`config.mk`:
```
export PLATFORM = sky130hd
export DESIGN_NAME = shift_add_mul_4b
export DESIGN_NICKNAME = d
export VERILOG_FILES = /design/src/rtl/shift_add_mul_4b.sv
export SDC_FILE = /design/constraint.sdc
export NUM_CORES = 1
export LEC_CHECK = 0
export BUFFER_PORTS_ARGS = -buffer_cell sky130_fd_sc_hd__clkbuf_2
export CORE_UTILIZATION = 31
export DETAILED_ROUTE_END_ITERATION = 10
export SYNTH_ARGS = -nofsm -noshare
export SYNTH_HDL_FRONTEND = slang
export SYNTH_SLANG_ARGS = --single-unit
```
`constraint.sdc`:
```
create_clock -name clk -period 4.7 [get_ports clk]
set_input_delay 0.47 -clock clk [delete_from_list [all_inputs] [get_ports clk]]
set_output_delay 0.47 -clock clk [all_outputs]
set_load 0.1 [all_outputs]
```
`src/rtl/shift_add_mul_4b.sv`:
```
// shift_add_mul_4b: sequential 4x4 shift-and-add multiplier.
// One 4-bit add-with-carry per CALC cycle, four CALC cycles per product,
// start/done handshake, registered product and zero flag.
// Build option: define MUL_SIGNED_EN for two's-complement operands
// (magnitudes are multiplied, the sign is reapplied on commit).
module shift_add_mul_4b (
    input  logic       clk,
    input  logic       rst,
    input  logic       start,
    input  logic [3:0] a,
    input  logic [3:0] b,
    output logic       busy,
    output logic       done,
    output logic [7:0] product,
    output logic       zero
);

    typedef enum logic [1:0] {IDLE, CALC, DONE} state_t;

    state_t     state, state_nxt;
    logic [3:0] mcand, mplr;
    logic [8:0] acc, acc_step;
    logic [1:0] cnt;
    logic [4:0] add_sum;
    logic [3:0] a_mag, b_mag;
    logic [7:0] commit_val;
    logic       commit;

`ifdef MUL_SIGNED_EN
    logic neg;

    // Operand magnitudes; -8 maps to 4'b1000, which is still a valid unsigned 8
    always_comb begin
        a_mag = a[3] ? (4'd0 - a) : a;
        b_mag = b[3] ? (4'd0 - b) : b;
    end
`else
    // Unsigned build: operands go straight into the datapath
    always_comb begin
        a_mag = a;
        b_mag = b;
    end
`endif

    // One shift-add step: add mcand into the upper nibble when the current
    // multiplier bit is set, then shift the whole accumulator right by one.
    // acc[8] is always zero after a shift, so shifting all 9 bits is the same
    // as shifting {1'b0, acc[7:0]}.
    always_comb begin
        add_sum  = {1'b0, acc[7:4]} + {1'b0, mcand};
        acc_step = mplr[0] ? ({add_sum, acc[3:0]} >> 1) : (acc >> 1);
        commit   = (state == CALC) && (cnt == 2'd3);
    end

`ifdef MUL_SIGNED_EN
    // Reapply the sign to the magnitude product on the final step
    always_comb begin
        commit_val = neg ? (8'd0 - acc_step[7:0]) : acc_step[7:0];
    end
`else
    // Final step result is the product as-is
    always_comb begin
        commit_val = acc_step[7:0];
    end
`endif

    // State register
    always_ff @(posedge clk or posedge rst) begin
        if (rst) state <= IDLE;
        else     state <= state_nxt;
    end

    // Next-state and handshake outputs (decoded from the state register only)
    always_comb begin
        state_nxt = state;
        busy      = 1'b0;
        done      = 1'b0;
        case (state)
            IDLE: if (start) state_nxt = CALC;
            CALC: begin
                busy = 1'b1;
                if (cnt == 2'd3) state_nxt = DONE;
            end
            DONE: begin
                done      = 1'b1;
                state_nxt = IDLE;
            end
            default: state_nxt = IDLE;
        endcase
    end

    // Operand capture on accept, shift-add iteration during CALC
    always_ff @(posedge clk or posedge rst) begin
        if (rst) begin
            mcand <= 4'd0;
            mplr  <= 4'd0;
            acc   <= 9'd0;
            cnt   <= 2'd0;
`ifdef MUL_SIGNED_EN
            neg   <= 1'b0;
`endif
        end else begin
            case (state)
                IDLE: if (start) begin
                    mcand <= a_mag;
                    mplr  <= b_mag;
                    acc   <= 9'd0;
                    cnt   <= 2'd0;
`ifdef MUL_SIGNED_EN
                    neg   <= a[3] ^ b[3];
`endif
                end
                CALC: begin
                    acc  <= acc_step;
                    mplr <= mplr >> 1;
                    cnt  <= cnt + 2'd1;
                end
                default: ;
            endcase
        end
    end

    // Result registers: written only on the fourth CALC edge, held otherwise
    always_ff @(posedge clk or posedge rst) begin
        if (rst) begin
            product <= 8'h00;
            zero    <= 1'b1;
        end else if (commit) begin
            product <= commit_val;
            zero    <= (commit_val == 8'h00);
        end
    end

endmodule
```
Word level (Yosys, flattened, before mapping):

Cells that the tools add are included.

* flip-flop bits (word level): 30
* ROM bits: 0
* latch bits: 0
* output and inout port bits: 11
* input bits: 11
* bits in writable memories: 0
* logic and storage cells: 33
* memories kept: 0

* $lt $le $gt $ge: 0
* $mul: 0
* add/subtract/negate cells: 2
* div/mod/pow operators: 0
* shift operators: 0
* multiplexer cells: 12
* reductions and logical operators: 7
* equality and inequality tests: 5
* bitwise logic cells: 0

Operator list (count)
* $pmux 9 s2: 1
* $mux 9: 1
* $logic_not 8->1: 1
* $mux 8: 1
* $pmux 2 s2: 2
* $pmux 4 s2: 1
* $mux 2: 3
* $reduce_and 2->1: 3
* $add 4x4->5: 1
* $eq 2x2->1 const B: 2
* $mux 4: 1
* $add 2x1->2 const B: 1
* $eq 2x1->1 const B: 1
* $logic_not 2->1: 1
* $mux 1: 2
* $ne 2x1->1 const B: 1
* $ne 2x2->1 const B: 1
* $reduce_bool 2->1: 1
* $logic_and 1x1->1: 1

Logic depth before layout (Yosys ltp):

Gate-level depths: netlist of run 1.

* word-level depth: 3
* gate-level depth with buffers: 7
* depth with buffers taken out: 6

Worst setup path before layout of run 1:

Ideal clock, no wire load.

* path type: flip-flop to output port
* start: reg state[0]
* end: out done
* arrival time: 1744 ps
* stages on the path, launching flop included: 2
* slack: 2486 ps
* path through: dfrtp_1 nor2b_1

* word-level cells in the longest chain between the ends: 2

Ends and longest elaborated chain
* from (decl): line 20 `state_t state, state_nxt;`
* from (signal assigned): line 70 `else state <= state_nxt;`
* $eq 2x2->1: line 78 `case (state)`
* $mux 1: line 78
* to (decl): line 13 `output logic done,`

No other way between the ends.

Worst setup path in the final report of run 1:

* start: reg state[1]
* end: out busy

* word-level cells in the longest chain between the ends: 2

Ends and longest elaborated chain
* $eq 2x1->1: line 78
* $mux 1: line 78
* to (decl): line 12 `output logic busy,`

No other way between the ends.

==> flow_metrics.py, run 1 <==
metrics = {
    "die": {
        "die-width_um": 67.1,
        "pin_count": 22,
        "initial_core_util_pct": 32.6,
        "core_region_area_mm2": 0.00403,
        "placement_rows": 23,
        "die_h_um": 67.1,
        "dieArea_mm2": 0.00450,
    },
    "yosys": {
        "netlist_area_mm2": 0.00131,
        "synthesis.nets": 126,
        "synth_seq_cells": 28,
        "ys_seq_area_share_pct": 53.4,
        "ys_top_cells_by_count": "dfrtp_1 (27), nand2_1 (15), o21ai_0 (14), mux2_2 (7), ha_1 (5)",
        "async_flop_share_pct": 100,
        "synth-edff-count": 0,
        "syn-mean-instance-area_um2": 12.1,
        "synth_flop_cell": "dfrtp_1",
        "synth_top_cell_area_share_pct": 51.4,
        "synthCells": 109,
        "synth.largest_area_cell": "dfrtp_1",
        "ys_warn_count": 0,
        "yosys-top-cells-area": "dfrtp_1 (51%), mux2_2 (6.0%), o21ai_0 (5.3%)",
        "synth_most_common_cell": "dfrtp_1",
        "yosysUniqueCellTypes": 31,
    },
    "worst_setup_path": {
        "rr_startpoint": "acc[4]$_DFFE_PP0P_",
        "rrSetupSlack_ps": 2740,
        "cp_max_fo": 10,
        "timing.rr.end": "zero$_DFFE_PP1P_",
        "start_kind": "flip-flop",
        "end_kind": "output pin",
        "worstSetupPathType": "flip-flop to output pin",
        "arrival_ps": 1730,
        "rr_worst_depth": 6,
        "cp.required_ps": 4230,
    },
    "timing": {
        "period_needed_ps": 2200,
        "slew_viol_final": 0,
        "skew_ps": 12.5,
        "fmax_mhz": 454,
        "finalSetupViolations": 0,
        "slew_headroom_pct": 28.3,
        "rsz0062_at_grt": "false",
        "fin_crit_sh_pct": 46.9,
        "worstMarginPinSlew_ps": 1070,
        "fin_tns_setup_ps": 0,
        "hold_violations": 0,
    },
    "route": {
        "vias_per_cell": 4.87,
        "wl_um": 2390,
        "drcViolationCount": 0,
        "avgRoutedWirePerCell_um": 13.3,
        "first_iter_violations": 16,
        "vias": 876,
        "antenna_left": 0,
        "dr.pass1.iters": 4,
    },
    "layout": {
        "num_antenna_cells": 0,
        "fill_cells": 423,
        "fin_nets": 148,
        "regArea_um2": 702,
        "area_growth_pct": 15.7,
        "fin_cells": 180,
        "drive_gt1_share_pct": 30.0,
        "multi_input_area_um2": 554,
        "final_core_util_pct": 37.7,
    },
    "placed_design": {
        "io_buffers": 21,
        "dpl.cell_count": 176,
        "gp_congestion": 0.679,
        "dp_hpwl_um": 1830,
    },
    "clock_tree": {
        "cts_tree": "built",
        "hold_buffers": 0,
        "cts_made_buffers": 3,
        "htreeDepth": 1,
        "clk_path_buf_depth": 2,
        "clk_latency_ps": 280,
        "postCtsResizedCells": 0,
        "root_buffer": "clkbuf_8",
        "cts_sinks": 28,
        "post_cts_buffers": 0,
        "clkTransAtPathRegs_ps": 100,
    },
    "grt": {
        "track_usage_pct": 12.4,
        "grt_pass1_vias": 869,
        "grt_overflow_total": 0,
        "antenna_found_initial": 0,
        "grt_first_pass_wirelength_um": 4110,
        "grt_max_degree": 29,
    },
    "flow_run": {
        "drv_cap": 0,
    },
    "worst_hold_path": {
        "min_path_type": "input pin to async pin",
    },
    "status": {
        "status": "finished, final reports clean",
    },
}
-- cell families after synthesis --
kind of cell | Yosys count | synth area share [%]
and+or+nand+nor | 28 | 12.9
DFF | 28 | 53.4
AOI/OAI and AO/OA | 26 | 12.3
muxes | 12 | 10.1
buffers and inverters | 8 | 4.38
adders and majority gates | 6 | 6.29
xor gates and xnor gates | 1 | 0.667
-- final cells by class --
| type | instances | share of cell area (%) |
|---|---|---|
| clock inverter | 1 | 1.98 |
| clock buffer | 3 | 2.72 |
| inverter | 4 | 1.65 |
| sequential | 28 | 46.2 |
| tap | 50 | 4.12 |
| timing repair buffer | 21 | 6.91 |
| multi-input combinational | 73 | 36.5 |
-- per-stage QoR --
step / area, um^2 / setup WS [ps] / hold slack, ps
after floorplan: 1310 / 2490 / 449
after global placement: 1450 / 2760 / 466
after detailed placement: 1450 / 2740 / 471
after CTS: 1520 / 2480 / 416
after global routing: 1520 / 2420 / 427
final: 1520 / 2500 / 399
-- layer usage --
metal,up-vias,wire [um],track usage (%)
met2,13,1150,19.9
met1,429,1130,16.0
met3,5,50,1.71
li1,429,-,-
met5,-,0,0
met4,0,59,7.18
-- flip-flops by register name, summed over array words and instances (netlist names) --
| signal | cells |
|---|---|
| acc | 7 |
| cnt | 2 |
| mplr | 4 |
| state | 2 |
| mcand | 4 |
| zero | 1 |
| product | 8 |
-- critical path: stages, from the launching register on --
cell      delay, ps
dfrtp_1         420
nand2b_1        390
inv_8           180
clkbuf_2        470
-- placed cells by master, fill, tap and decap left out, types with 3 or more instances in the layout --
master,n
mux2i_1,4
ha_1,5
o21ai_0,14
a21oi_1,3
clkbuf_8,3
mux2_2,7
nor2b_1,3
clkbuf_2,21
a22o_1,4
nand2_1,15
dfrtp_1,27
-- worst max path at each step --
stage,slack (ps),depth (start not counted),to,from
5_1_grt,2420,3,busy,state[1]$_DFFE_PP0P_
3_5_place_dp,2740,6,zero$_DFFE_PP1P_,acc[4]$_DFFE_PP0P_
6_report,2500,3,busy,state[1]$_DFFE_PP0P_
2_1_floorplan,2490,1,done,state[0]$_DFFE_PP0P_
4_1_cts,2480,3,busy,state[1]$_DFFE_PP0P_
3_3_place_gp,2760,6,zero$_DFFE_PP1P_,mcand[0]$_DFFE_PP0P_
Power of run 1 is left out: the tool's default activity adds up to more than one toggle a clock period on the data nets, which glitch-free logic cannot reach.
==> inputs of run 2 (changes only) <==
==> constraint.sdc (replaced) <==
create_clock -name clk -period 2.1 [get_ports clk]
set_input_delay 0.21 -clock clk [delete_from_list [all_inputs] [get_ports clk]]
set_output_delay 0.21 -clock clk [all_outputs]
set_load 0.1 [all_outputs]
==> run 2 against run 1 <==
Against the previous run: first-iteration DRC count down 6.3%; hold slack worse by 390 ps; wire length up 2.2%; sequential share of layout area down 0.67 points; non-clock buffer count up 3; global-route usage up 0.76 points; cell area up 1.5%.
==> flow_metrics.py, run 2 (synthesized netlist as in run 1, its figures left out) <==
metrics = {
    "status": {
        "status": "finished, final reports clean",
    },
    "clock_tree": {
        "hold_buffers": 0,
        "clkTransAtPathRegs_ps": 90,
        "postCtsResizedCells": 0,
        "cts_tree": "built",
        "root_buffer": "clkbuf_8",
        "htreeDepth": 1,
        "cts_sinks": 28,
        "cts_made_buffers": 3,
        "post_cts_buffers": 0,
        "clk_path_buf_depth": 2,
        "clk_latency_ps": 270,
    },
    "worst_hold_path": {
        "min_path_type": "input pin to async pin",
    },
    "timing": {
        "worstMarginPinSlew_ps": 685,
        "setup_ws_ps": 195,
        "fmax_mhz": 525,
        "period_needed_ps": 1910,
        "fin_tns_setup_ps": 0,
        "fin_crit_sh_pct": 90.7,
        "skew_ps": 2.62,
        "hold_violations": 0,
        "finalSetupViolations": 0,
        "slew_headroom_pct": 54.3,
        "slew_viol_final": 0,
        "rsz0062_at_grt": "false",
    },
    "die": {
        "initial_core_util_pct": 32.6,
        "die-width_um": 67.1,
        "die_h_um": 67.1,
        "placement_rows": 23,
        "pin_count": 22,
        "dieArea_mm2": 0.00450,
        "core_region_area_mm2": 0.00403,
    },
    "worst_setup_path": {
        "arrival_ps": 2130,
        "cp.required_ps": 2320,
        "cp_num_buf_inv": 0,
        "rr_startpoint": "acc[4]$_DFFE_PP0P_",
        "crit_family": "adder cells",
        "worstSetupStartpoint": "acc[4]$_DFFE_PP0P_",
        "crit_chain": "ha_1, fa_1, mux2i_2, nor4b_2, and4_1, a32o_1",
        "cp_max_fo": 3,
        "end_kind": "flip-flop",
        "critPathMaxStageDelay_ps": 450,
        "worstSetupPathType": "flip-flop to flip-flop",
        "start_kind": "flip-flop",
        "critPathSlowestCell": "fa_1",
    },
    "layout": {
        "reg_top3": "product: 8 flops, acc: 7 flops",
        "final_cell_mix": "dfrtp_1 (27), clkbuf_2 (21), nand2_1 (15)",
        "final_core_util_pct": 38.3,
        "design_area_mm2": 0.00154,
        "regMostFlops": "product",
        "fin_nets": 151,
        "drive_gt1_share_pct": 31.6,
        "area_growth_pct": 17.4,
        "largest_reg_flops": 8,
        "num_antenna_cells": 0,
        "fill_cells": 412,
        "final_common_cell": "dfrtp_1",
    },
    "placed_design": {
        "dpl_cell_area_mm2": 0.00147,
        "io_buffers": 21,
        "dpl_worst_slack_ps": 207,
        "dp_hpwl_um": 1910,
        "gp_congestion": 0.801,
    },
    "route": {
        "wl_um": 2440,
        "vias_per_cell": 4.81,
        "vias": 880,
        "avgRoutedWirePerCell_um": 13.4,
        "dr.pass1.iters": 4,
        "drcViolationCount": 0,
        "first_iter_violations": 15,
        "antenna_left": 0,
    },
    "grt": {
        "track_usage_pct": 13.2,
        "grt_pass1_vias": 947,
        "antenna_found_initial": 0,
        "grt_first_pass_wirelength_um": 4420,
        "grt_max_degree": 19,
        "grt_overflow_total": 0,
    },
    "flow_run": {
        "drv_cap": 0,
    },
}
-- run 2: changes by cell type in the layout (fill, tap and decap cells not counted), sizes merged --
cell / before / now
buf: 0 / 3
-- run 2: area by class of cell --
cell class,instances,area (um^2),area share (%)
Clock buffer,3,41.3,2.68
Clock inverter,1,30.0,1.95
Sequential cell,28,702,45.5
Timing Repair Buffer,24,128,8.27
Tap cell,50,62.6,4.06
Inverter,4,25.0,1.62
Multi-Input combinational cell,73,554,35.9
-- run 2: per-layer routing --
metal / global-route usage, % / up-vias / part of all wire [%]
met5: 0 / - / 0
met2: 22.1 / 13 / 50
met1: 16.4 / 426 / 45
met3: 2.05 / 7 / 2.1
li1: - / 434 / -
met4: 6.38 / 0 / 2.2
-- run 2: worst paths after layout --
kind,endpoint,cells after the start,slack [ps]
worst max-delay path,zero$_DFFE_PP1P_,6,190
worst min-delay path,product[5]$_DFFE_PP0P_,2,8
worst min register to register,mplr[2]$_DFFE_PP0P_,2,490
max in group asynchronous,state[1]$_DFFE_PP0P_,3,1480
min in group clk,mplr[3]$_DFFE_PP0P_,2,160
worst max register to register,zero$_DFFE_PP1P_,6,190
-- run 2: per-stage QoR --
stage               cells  hold WS, ps
floorplan             109          275
global placement      179          314
detailed placement    179          332
CTS                   183         27.6
global route          183         55.7
finish                183         7.55
Power of run 2 is left out for the same reason.
